### src/rtl/rf_wb_arbiter_if.sv
// rf_wb_arbiter_if
//   Bus bundle between the writeback stage, the long-latency unit, the hazard
//   unit and the regfile write port.
//   master : drives pipe_*, ll_issue*, ll_valid/ll_rd/ll_data; observes the rest
//   slave  : the arbiter; drives stall_o, ll_ready, busy_o, reg_*
interface rf_wb_arbiter_if;
  logic        pipe_we;
  logic [4:0]  pipe_idx;
  logic [31:0] pipe_data;
  logic        stall_o;
  logic        ll_issue;
  logic [4:0]  ll_issue_rd;
  logic        ll_valid;
  logic        ll_ready;
  logic [4:0]  ll_rd;
  logic [31:0] ll_data;
  logic [31:0] busy_o;
  logic        reg_we;
  logic [4:0]  reg_idx;
  logic [31:0] reg_data;

  modport master (
    output pipe_we, pipe_idx, pipe_data, ll_issue, ll_issue_rd,
           ll_valid, ll_rd, ll_data,
    input  stall_o, ll_ready, busy_o, reg_we, reg_idx, reg_data
  );

  modport slave (
    input  pipe_we, pipe_idx, pipe_data, ll_issue, ll_issue_rd,
           ll_valid, ll_rd, ll_data,
    output stall_o, ll_ready, busy_o, reg_we, reg_idx, reg_data
  );
endinterface

### src/rtl/rf_wb_arbiter.sv
// rf_wb_arbiter
//   Shares the single regfile write port between in-order writeback and late
//   results from a long-latency unit. Late results that lose arbitration wait
//   in a DEPTH-entry FIFO; a starvation counter forces a drain after
//   STARVE_MAX consecutive pipe wins. busy_o marks registers with a pending
//   late write for the hazard unit.
//   clk, rst_n : clock, async active-low reset
//   bus        : rf_wb_arbiter_if.slave (writeback, late-result, busy, regfile)
module rf_wb_arbiter #(
  parameter int DEPTH      = 2,
  parameter int STARVE_MAX = 4
) (
  input  logic            clk,
  input  logic            rst_n,
  rf_wb_arbiter_if.slave  bus
);
  localparam int AW = (DEPTH > 1) ? $clog2(DEPTH) : 1;
  localparam int CW = $clog2(DEPTH + 1);
  localparam int SW = $clog2(STARVE_MAX + 1);

  typedef struct packed {
    logic [4:0]  rd;
    logic [31:0] data;
  } late_t;

  late_t [DEPTH-1:0] mem_q;
  logic [AW-1:0]     wr_ptr_q, rd_ptr_q;
  logic [CW-1:0]     cnt_q;
  logic [SW-1:0]     starve_q, starve_d;
  logic [31:0]       busy_q, busy_d;

  logic        empty, full, push, pop, bypass, force_drain, stall;
  logic        wr_sel;
  logic [4:0]  wr_idx;
  logic [31:0] wr_data;
  late_t       head;

  assign empty = (cnt_q == '0);
  assign full  = (cnt_q == CW'(DEPTH));
  assign head  = mem_q[rd_ptr_q];

  // Grant selection, highest priority first.
  always_comb begin
    force_drain = bus.pipe_we & ~empty & (starve_q == SW'(STARVE_MAX));
    pop     = 1'b0;
    bypass  = 1'b0;
    stall   = 1'b0;
    wr_sel  = 1'b0;
    wr_idx  = '0;
    wr_data = '0;
    if (force_drain) begin
      pop = 1'b1; stall = 1'b1; wr_sel = 1'b1;
      wr_idx = head.rd; wr_data = head.data;
    end else if (bus.pipe_we) begin
      wr_sel = 1'b1;
      wr_idx = bus.pipe_idx; wr_data = bus.pipe_data;
    end else if (!empty) begin
      pop = 1'b1; wr_sel = 1'b1;
      wr_idx = head.rd; wr_data = head.data;
    end else if (bus.ll_valid) begin
      bypass = 1'b1; wr_sel = 1'b1;
      wr_idx = bus.ll_rd; wr_data = bus.ll_data;
    end
  end

  // ll_ready looks only at full, so a full FIFO refuses even while popping.
  // A bypassed result is written directly and never enters the FIFO.
  assign push = bus.ll_valid & ~full & ~bypass;

  // Pops and an empty FIFO reset the count; otherwise a non-empty FIFO that
  // did not pop means the pipe won.
  always_comb begin
    starve_d = starve_q;
    if (pop || empty)                      starve_d = '0;
    else if (starve_q != SW'(STARVE_MAX))  starve_d = starve_q + 1'b1;
  end

  // Clear before set so a same-cycle reissue to the same register stays busy.
  always_comb begin
    busy_d = busy_q;
    if (pop)          busy_d[head.rd]         = 1'b0;
    if (bypass)       busy_d[bus.ll_rd]       = 1'b0;
    if (bus.ll_issue) busy_d[bus.ll_issue_rd] = 1'b1;
    busy_d[0] = 1'b0;
  end

  always_ff @(posedge clk or negedge rst_n) begin
    if (!rst_n) begin
      mem_q    <= '0;
      wr_ptr_q <= '0;
      rd_ptr_q <= '0;
      cnt_q    <= '0;
      starve_q <= '0;
      busy_q   <= '0;
    end else begin
      if (push) begin
        mem_q[wr_ptr_q] <= '{rd: bus.ll_rd, data: bus.ll_data};
        wr_ptr_q        <= wr_ptr_q + 1'b1;
      end
      if (pop) rd_ptr_q <= rd_ptr_q + 1'b1;
      cnt_q    <= cnt_q + CW'(push) - CW'(pop);
      starve_q <= starve_d;
      busy_q   <= busy_d;
    end
  end

  // x0 writes still consume their slot but never reach the regfile.
  assign bus.reg_we   = wr_sel & (wr_idx != 5'd0);
  assign bus.reg_idx  = wr_idx;
  assign bus.reg_data = wr_data;
  assign bus.stall_o  = stall;
  assign bus.ll_ready = ~full;
  assign bus.busy_o   = busy_q;
endmodule
### src/flat_wrapper.sv
// flat-port wrapper written by rule: the top's interface ports become plain ports
module rf_wb_arbiter_flat 
#(
  parameter int DEPTH      = 2,
  parameter int STARVE_MAX = 4
)
  (clk, rst_n, bus_pipe_we, bus_pipe_idx, bus_pipe_data, bus_ll_issue, bus_ll_issue_rd, bus_ll_valid, bus_ll_rd, bus_ll_data, bus_stall_o, bus_ll_ready, bus_busy_o, bus_reg_we, bus_reg_idx, bus_reg_data);
  rf_wb_arbiter_if bus_i ();
  input  logic clk;
  input  logic rst_n;
  input wire logic [$bits(bus_i.pipe_we)-1:0] bus_pipe_we;
  input wire logic [$bits(bus_i.pipe_idx)-1:0] bus_pipe_idx;
  input wire logic [$bits(bus_i.pipe_data)-1:0] bus_pipe_data;
  input wire logic [$bits(bus_i.ll_issue)-1:0] bus_ll_issue;
  input wire logic [$bits(bus_i.ll_issue_rd)-1:0] bus_ll_issue_rd;
  input wire logic [$bits(bus_i.ll_valid)-1:0] bus_ll_valid;
  input wire logic [$bits(bus_i.ll_rd)-1:0] bus_ll_rd;
  input wire logic [$bits(bus_i.ll_data)-1:0] bus_ll_data;
  output wire logic [$bits(bus_i.stall_o)-1:0] bus_stall_o;
  output wire logic [$bits(bus_i.ll_ready)-1:0] bus_ll_ready;
  output wire logic [$bits(bus_i.busy_o)-1:0] bus_busy_o;
  output wire logic [$bits(bus_i.reg_we)-1:0] bus_reg_we;
  output wire logic [$bits(bus_i.reg_idx)-1:0] bus_reg_idx;
  output wire logic [$bits(bus_i.reg_data)-1:0] bus_reg_data;
  assign bus_i.pipe_we = bus_pipe_we;
  assign bus_i.pipe_idx = bus_pipe_idx;
  assign bus_i.pipe_data = bus_pipe_data;
  assign bus_i.ll_issue = bus_ll_issue;
  assign bus_i.ll_issue_rd = bus_ll_issue_rd;
  assign bus_i.ll_valid = bus_ll_valid;
  assign bus_i.ll_rd = bus_ll_rd;
  assign bus_i.ll_data = bus_ll_data;
  assign bus_stall_o = bus_i.stall_o;
  assign bus_ll_ready = bus_i.ll_ready;
  assign bus_busy_o = bus_i.busy_o;
  assign bus_reg_we = bus_i.reg_we;
  assign bus_reg_idx = bus_i.reg_idx;
  assign bus_reg_data = bus_i.reg_data;
  rf_wb_arbiter #(.DEPTH(DEPTH), .STARVE_MAX(STARVE_MAX)) u_core (.clk(clk), .rst_n(rst_n), .bus(bus_i));
endmodule
### config.mk
export PLATFORM = sky130hd
export DESIGN_NAME = rf_wb_arbiter_flat
export DESIGN_NICKNAME = d
export VERILOG_FILES = /design/src/rtl/rf_wb_arbiter_if.sv /design/src/rtl/rf_wb_arbiter.sv /design/src/flat_wrapper.sv
export SDC_FILE = /design/constraint.sdc
export NUM_CORES = 1
export LEC_CHECK = 0
export CORE_ASPECT_RATIO = 0.8
export CORE_MARGIN = 3
export CORE_UTILIZATION = 54
export CTS_CLUSTER_SIZE = 40
export DETAILED_ROUTE_END_ITERATION = 16
export DONT_BUFFER_PORTS = 1
export PLACE_DENSITY = 0.69
export SETUP_SLACK_MARGIN = 0.05
export SLEW_MARGIN = 30
export SYNTH_ARGS = -nofsm -noshare
export SYNTH_HDL_FRONTEND = slang
export SYNTH_SLANG_ARGS = --single-unit
### constraint.sdc
create_clock -name clk -period 2.56 [get_ports clk]
set_clock_uncertainty 0.1 [all_clocks]
set_input_delay 0.512 -clock clk [delete_from_list [all_inputs] [get_ports clk]]
set_output_delay 0.512 -clock clk [all_outputs]
set_load 0.005 [all_outputs]
==> impl_metrics.toml, run 1 <==
[layout]
antenna_cells = 0
multi_input_area_um2 = 2790
drive_gt1_frac = 0.332
final_core_util = 0.638
regArea_um2 = 2810
syn2layout_area_growth_pct = 11.5
fill_cells = 794
fin_nets = 602

[routing]
drtIter0Drc = 424
wl_per_cell_um = 22.8
firstDrtPassIters = 5
ant_nets = 0
wirelength_um = 14900
drc = 0
vias = 4312
via_per_inst = 6.59

[floorplanning]
ios = 156
die_h_um = 97.9
core_area_um2 = 9970
die_area_um2 = 11800
start_util = 0.572
rows = 32
die_x_um = 121

[timing]
finalHoldWorstSlack_ns = -0.239
drv_slew = 0
worst_pin_slew_ns = 0.475
max-slew-margin-rel = 0.674
final-hold-violation-count = 112
setup_tns_ns = 0
finalCriticalPeriod_ns = 2.52
rsz0062_at_grt = "yes"
clock.fmax_ghz = 0.397
setup_viol = 0
fin_crit_sh = 0.983

[synthesis]
synth_top_area_frac = 0.491
ys_seq_elements = 112
seq_area_frac_synth = 0.491
yosysWarnings = 0
synth.net_count = 595
syn_area_um2 = 5700
synth_area_leader_cell = "dfrtp_1"
postSynthAreaPerCell_um2 = 11.3
synthTopCellsByArea = "dfrtp_1 49%, mux2_2 21%, o221ai_1 4.8%"
netlist-cell-type-count = 35
synthCells = 507

[global_route]
grt_pass1_wl_um = 23100
grt_pass1_vias = 4331
antenna_found_initial = 0
track_usage = 0.245
grt_max_degree = 113
overflow = 0

[min_path]
hold_path.class = "in2async"

[run]
maxCapViolCount = 0

[critical_path]
path_class = "reg2out"
r2r_slack_ns = 0.32
worst_path_max_delay_cell = "dfrtp_1"
critPathMaxStageDelay_ns = 0.39
path_max_fanout = 22
crit_buf_inv = 3
cp.arrival_ns = 1.91
timing.rr.start = "u_core.starve_q[1]"
crit_chain = "inv_1, ha_2, nand2_1, a21o_4, buf_6, o22ai_1, buf_4"
end_kind = "output pin"
reg2reg_depth = 7
timing.rr.end = "u_core.bus.busy_o[11]"
critPathLaunchType = "flip-flop"
cp_top_family = "compound AO/OA/AOI/OAI gates"
worstPathRequired_ns = 1.95

[run_status]
violations = "hold timing"
status = "complete, but fails checks"

[clock_network]
clock_path_buffers = 2
clk_pin_slew_ns = 0.07
numClockSinks = 112
htreeDepth = 3
cts_tree = "done"
cts_buffers = 9
insertion_delay_ns = 0.34
clockRootBuffer = "clkbuf_16"

[placement]
port_buffers = 0
hpwl_um = 10100
gp_congestion = 0.855

[pwr]
power_density_nw_per_um2 = 1260
ir_worst_vdd_v = 0.000573
leakage_uw = 0.00258
==> how the worst max path moves through the flow <==
| stage | from | to | cells after the start |
|---|---|---|---|
| 2_1_floorplan | u_core.starve_q[0] | bus_reg_data[10] | 8 |
| 3_3_place_gp | u_core.starve_q[0] | bus_reg_we | 7 |
| 3_5_place_dp | u_core.starve_q[0] | bus_reg_we | 7 |
| 4_1_cts | u_core.cnt_q[0] | bus_reg_data[12] | 5 |
| 5_1_grt | u_core.starve_q[1] | bus_reg_we | 8 |
| 6_report | u_core.starve_q[1] | bus_reg_data[31] | 7 |
==> what timing repair did <==
item | in CTS | in global routing
endpoints found under the hold margin | 112 | 112
cloned | 0 | 2
buffers inserted | 5 | 4
setup endpoints to repair | 34 | 38
pin swaps | 5 | 0
gates resized for setup | 12 | 10
==> stage by stage <==
step / area, um2 / instances / power (uW) / setup slack, ns
after global routing: 6360 / 654 / 8540 / -0.0611
after floorplan: 5700 / 507 / 5580 / 0.452
after detailed placement: 5880 / 628 / 6440 / 0.254
after CTS: 6260 / 648 / 7970 / 0.0244
after global placement: 5880 / 628 / 6280 / 0.294
final: 6360 / 654 / 8010 / 0.0428
==> cell usage in the layout (no fill, tap or decap), drive strengths merged, types with 2 or more instances in the layout <==
cell type    n
a21o         2
a21oi       32
a32oi        4
buf         28
clkbuf      12
clkinv       2
dfrtp      112
ha           4
inv          7
mux2       106
mux2i        7
nand2       13
nand2b       4
nand3        7
nand3b      12
nor2        41
nor3         2
o21ai       36
o221ai      31
o22ai       32
or3          6
or3b         4
xnor2        3
==> cell usage after synthesis <==
cell type,number
a21boi_2,1
a21o_1,1
a21oi_1,32
a22oi_1,1
a32oi_1,4
and4b_1,1
buf_1,1
buf_2,11
buf_4,2
clkbuf_1,20
conb_1,1
dfrtp_1,112
ha_1,4
inv_1,6
mux2_2,106
mux2i_1,7
nand2_1,12
nand2_2,1
nand2b_1,4
nand3_1,7
nand3b_1,12
nor2_1,41
nor2b_1,1
nor3_1,2
nor3b_1,1
nor4b_4,1
o211ai_1,1
o21ai_0,36
o221a_2,1
o221ai_1,31
o22ai_1,32
or3_1,6
or3b_2,4
xnor2_1,3
xor2_1,1
==> cell families after synthesis <==
kind of cell / after synthesis / share of synthesized area
other cells: 1 / 0.000657
mux: 113 / 0.222
simple gates: 93 / 0.0851
xor+xnor: 4 / 0.00614
compound gates: 140 / 0.156
fa+ha+maj: 4 / 0.00877
buf+inv: 40 / 0.0300
flops: 112 / 0.491
==> per-layer routing <==
metal  GRT usage  wire length, um  up-vias
li1            -                -     1916
met1       0.351             6490     2151
met2       0.365             6870      224
met3      0.0741             1340       21
met4      0.0645              187        0
met5           0                0        -
==> flip-flops by register name, summed over array words and instances (netlist names) <==
name / flops
u_core.wr_ptr_q: 1
u_core.rd_ptr_q: 1
u_core.cnt_q: 2
u_core.starve_q: 3
u_core.mem_q: 74
u_core.bus.busy_o: 31
==> cell type report <==
type / count / area share
Tap cell: 136 / 0.0268
Clock inverter: 4 / 0.00826
Inverter: 6 / 0.00354
Sequential cell: 112 / 0.441
Timing Repair Buffer: 29 / 0.0421
Multi-Input combinational cell: 356 / 0.438
Clock buffer: 11 / 0.0397
==> power by group <==
part           switching [uW]  total, uW  internal [uW]
clock                     622       1430            811
combinational            1560       3310           1750
sequential                596       3270           2670
==> worst register-to-register path, stage by stage (launching register included) <==
cell and delay [ns]:
dfrtp_1 0.39, inv_1 0.07, ha_2 0.20, nand2_1 0.14, a21o_1 0.26, or3_1 0.57
o221ai_1 0.25, o21ai_0 0.13
Note: power is estimated with default switching activity, not from simulation.
==> run 2: changes to the inputs <==
Settings changed: CORE_UTILIZATION 54 to 50, PLACE_DENSITY 0.69 to default.
==> run 2 against run 1 <==
  * The flow still finishes with violations (hold timing)
  * Global-route usage fell by 2.1 points
  * Maximum frequency down 0.82%
  * Cell area up 3.7%
  * Combinational power is 11% higher
  * Hold slack got worse by 0.0010 ns
  * Sequential cell count did not move
  * Register-to-register slack improved by 0.06 ns
  * Routed wire length is 1.2% higher
  * Core utilization decreased by 4.0 points
  * Critical path depth fell by 2
  * Critical path type unchanged
  * Highest routed layer unchanged
==> impl_metrics.toml, run 2 (synthesized netlist as in run 1, its figures left out) <==
[clock_network]
numClockSinks = 112
clock_path_buffers = 2
cts_tree = "done"
clockRootBuffer = "clkbuf_16"
cts_buffers = 9
clk_pin_slew_ns = 0.07
insertion_delay_ns = 0.35
htreeDepth = 3

[routing]
drc = 0
via_per_inst = 6.56
ant_nets = 0
vias = 4331
wl_per_cell_um = 22.8
wirelength_um = 15100
drtIter0Drc = 280
firstDrtPassIters = 4

[pwr]
p_clk_frac = 0.167
leakage_uw = 0.00264
intPower_uw = 5300
power_density_nw_per_um2 = 1250
ir_worst_vdd_v = 0.000529
power_switching_uw = 2940
pwr-share-seq = 0.388
swShare = 0.357
pwr-share-comb = 0.445

[timing]
worst_slack_ns = 0.0221
final-hold-violation-count = 112
finalCriticalPeriod_ns = 2.54
finalHoldWorstSlack_ns = -0.240
fin_crit_sh = 0.991
rsz0062_at_grt = "yes"
max-slew-margin-rel = 0.656
worst_pin_slew_ns = 0.514
drv_slew = 0
clock.fmax_ghz = 0.394
setup_viol = 0

[placement]
hpwl_um = 9680
port_buffers = 0
gp_congestion = 0.861
dp_slack_ns = 0.280

[critical_path]
worst_path_max_delay_cell = "dfrtp_2"
worstPathRequired_ns = 1.95
path_max_fanout = 15
path_class = "reg2out"
crit_chain = "o211ai_1, nand2_2, clkbuf_16, o22ai_4, nor2_2"
critPathMaxStageDelay_ns = 0.43
cp.arrival_ns = 1.93
critPathLaunchType = "flip-flop"
end_kind = "output pin"

[global_route]
overflow = 0
track_usage = 0.224
grt_pass1_wl_um = 22700
grt_max_degree = 113
grt_pass1_vias = 4144
antenna_found_initial = 0

[layout]
drive_gt1_frac = 0.399
top_register = "u_core.mem_q"
largest_reg_flops = 74
layout_common_cells = "109 x dfrtp_1, 106 x mux2_2, 32 x o21ai_0, 32 x a21oi_1, 31 x o221ai_1"
final_common_cell = "dfrtp_1"
final_core_util = 0.598
fin_nets = 599
syn2layout_area_growth_pct = 15.6
antenna_cells = 0

[floorplanning]
die_h_um = 102
core_area_um2 = 11000
rows = 34
die_area_um2 = 12700
die_x_um = 125
start_util = 0.518
ios = 156

[run_status]
status = "complete, but fails checks"
violations = "hold timing"

[run]
maxCapViolCount = 0

[min_path]
hold_path.class = "in2async"
## run 2: critical path: cells and delay by family, from the launching register on
family	cells	cell delay [ns]
and+or+nand+nor	2	0.28
AOI/OAI and AO/OA	2	0.59
DFF	1	0.43
buffers and inverters	1	0.26
## run 2: cell type report
type                    instances  area, um2
repair buffers                 26        262
clock inverters                 5       36.3
clock buffers                  11        253
inverters                       6       22.5
fillers                       899       4430
well taps                     144        180
flip-flops and latches        112       2810
multi-input cells             356       3030
## run 2: power groups by stage
stage | logic (uW) | registers (uW) | clock network [uW]
6_report | 3670 | 3200 | 1380
3_3_place_gp | 3070 | 3210 | 0
3_5_place_dp | 3140 | 3260 | 0
5_1_grt | 3970 | 3310 | 1480
4_1_cts | 3240 | 3210 | 1420
2_1_floorplan | 2540 | 3040 | 0
## run 2: timing repair
item	CTS	global route
setup endpoints to repair	36	38
cloned	0	2
pin swaps	5	17
setup buffers	3	7
endpoints found under the hold margin	112	112
gates resized for setup	11	57
## run 2: metal layers
metal | up-vias | share of wire | track usage | routed length, um
met1 | 2183 | 0.45 | 0.322 | 6760
met5 | - | 0 | 0 | 0
met2 | 204 | 0.45 | 0.338 | 6840
met3 | 15 | 0.086 | 0.0701 | 1300
met4 | 0 | 0.011 | 0.0492 | 173
li1 | 1929 | - | - | -
## run 2: worst paths after layout
check | from | to | slack [ns] | depth (start not counted)
setup / recovery | u_core.cnt_q[0] | bus_reg_data[11] | 0.02 | 5
hold / removal | rst_n | u_core.bus.busy_o[28] | -0.24 | 0
setup reg to reg | u_core.starve_q[1] | u_core.bus.busy_o[22] | 0.38 | 7
hold reg to reg | u_core.mem_q[42] | u_core.mem_q[42] | 0.40 | 1
max in group asynchronous | rst_n | u_core.mem_q[73] | 2.41 | 0
min in group clk | bus_ll_data[13] | u_core.mem_q[13] | 0.21 | 1
## run 2: per-stage QoR
step                      setup TNS, ns  hold WS [ns]  area (um2)  std cells  power (uW)
after floorplan                       0         0.116        5700        507        5580
after global placement                0         0.120        5880        632        6280
after detailed placement              0         0.121        5880        632        6400
after CTS                             0        -0.259        6210        651        7860
after global routing             -0.477        -0.262        6590        660        8760
final                                 0        -0.240        6590        660        8250
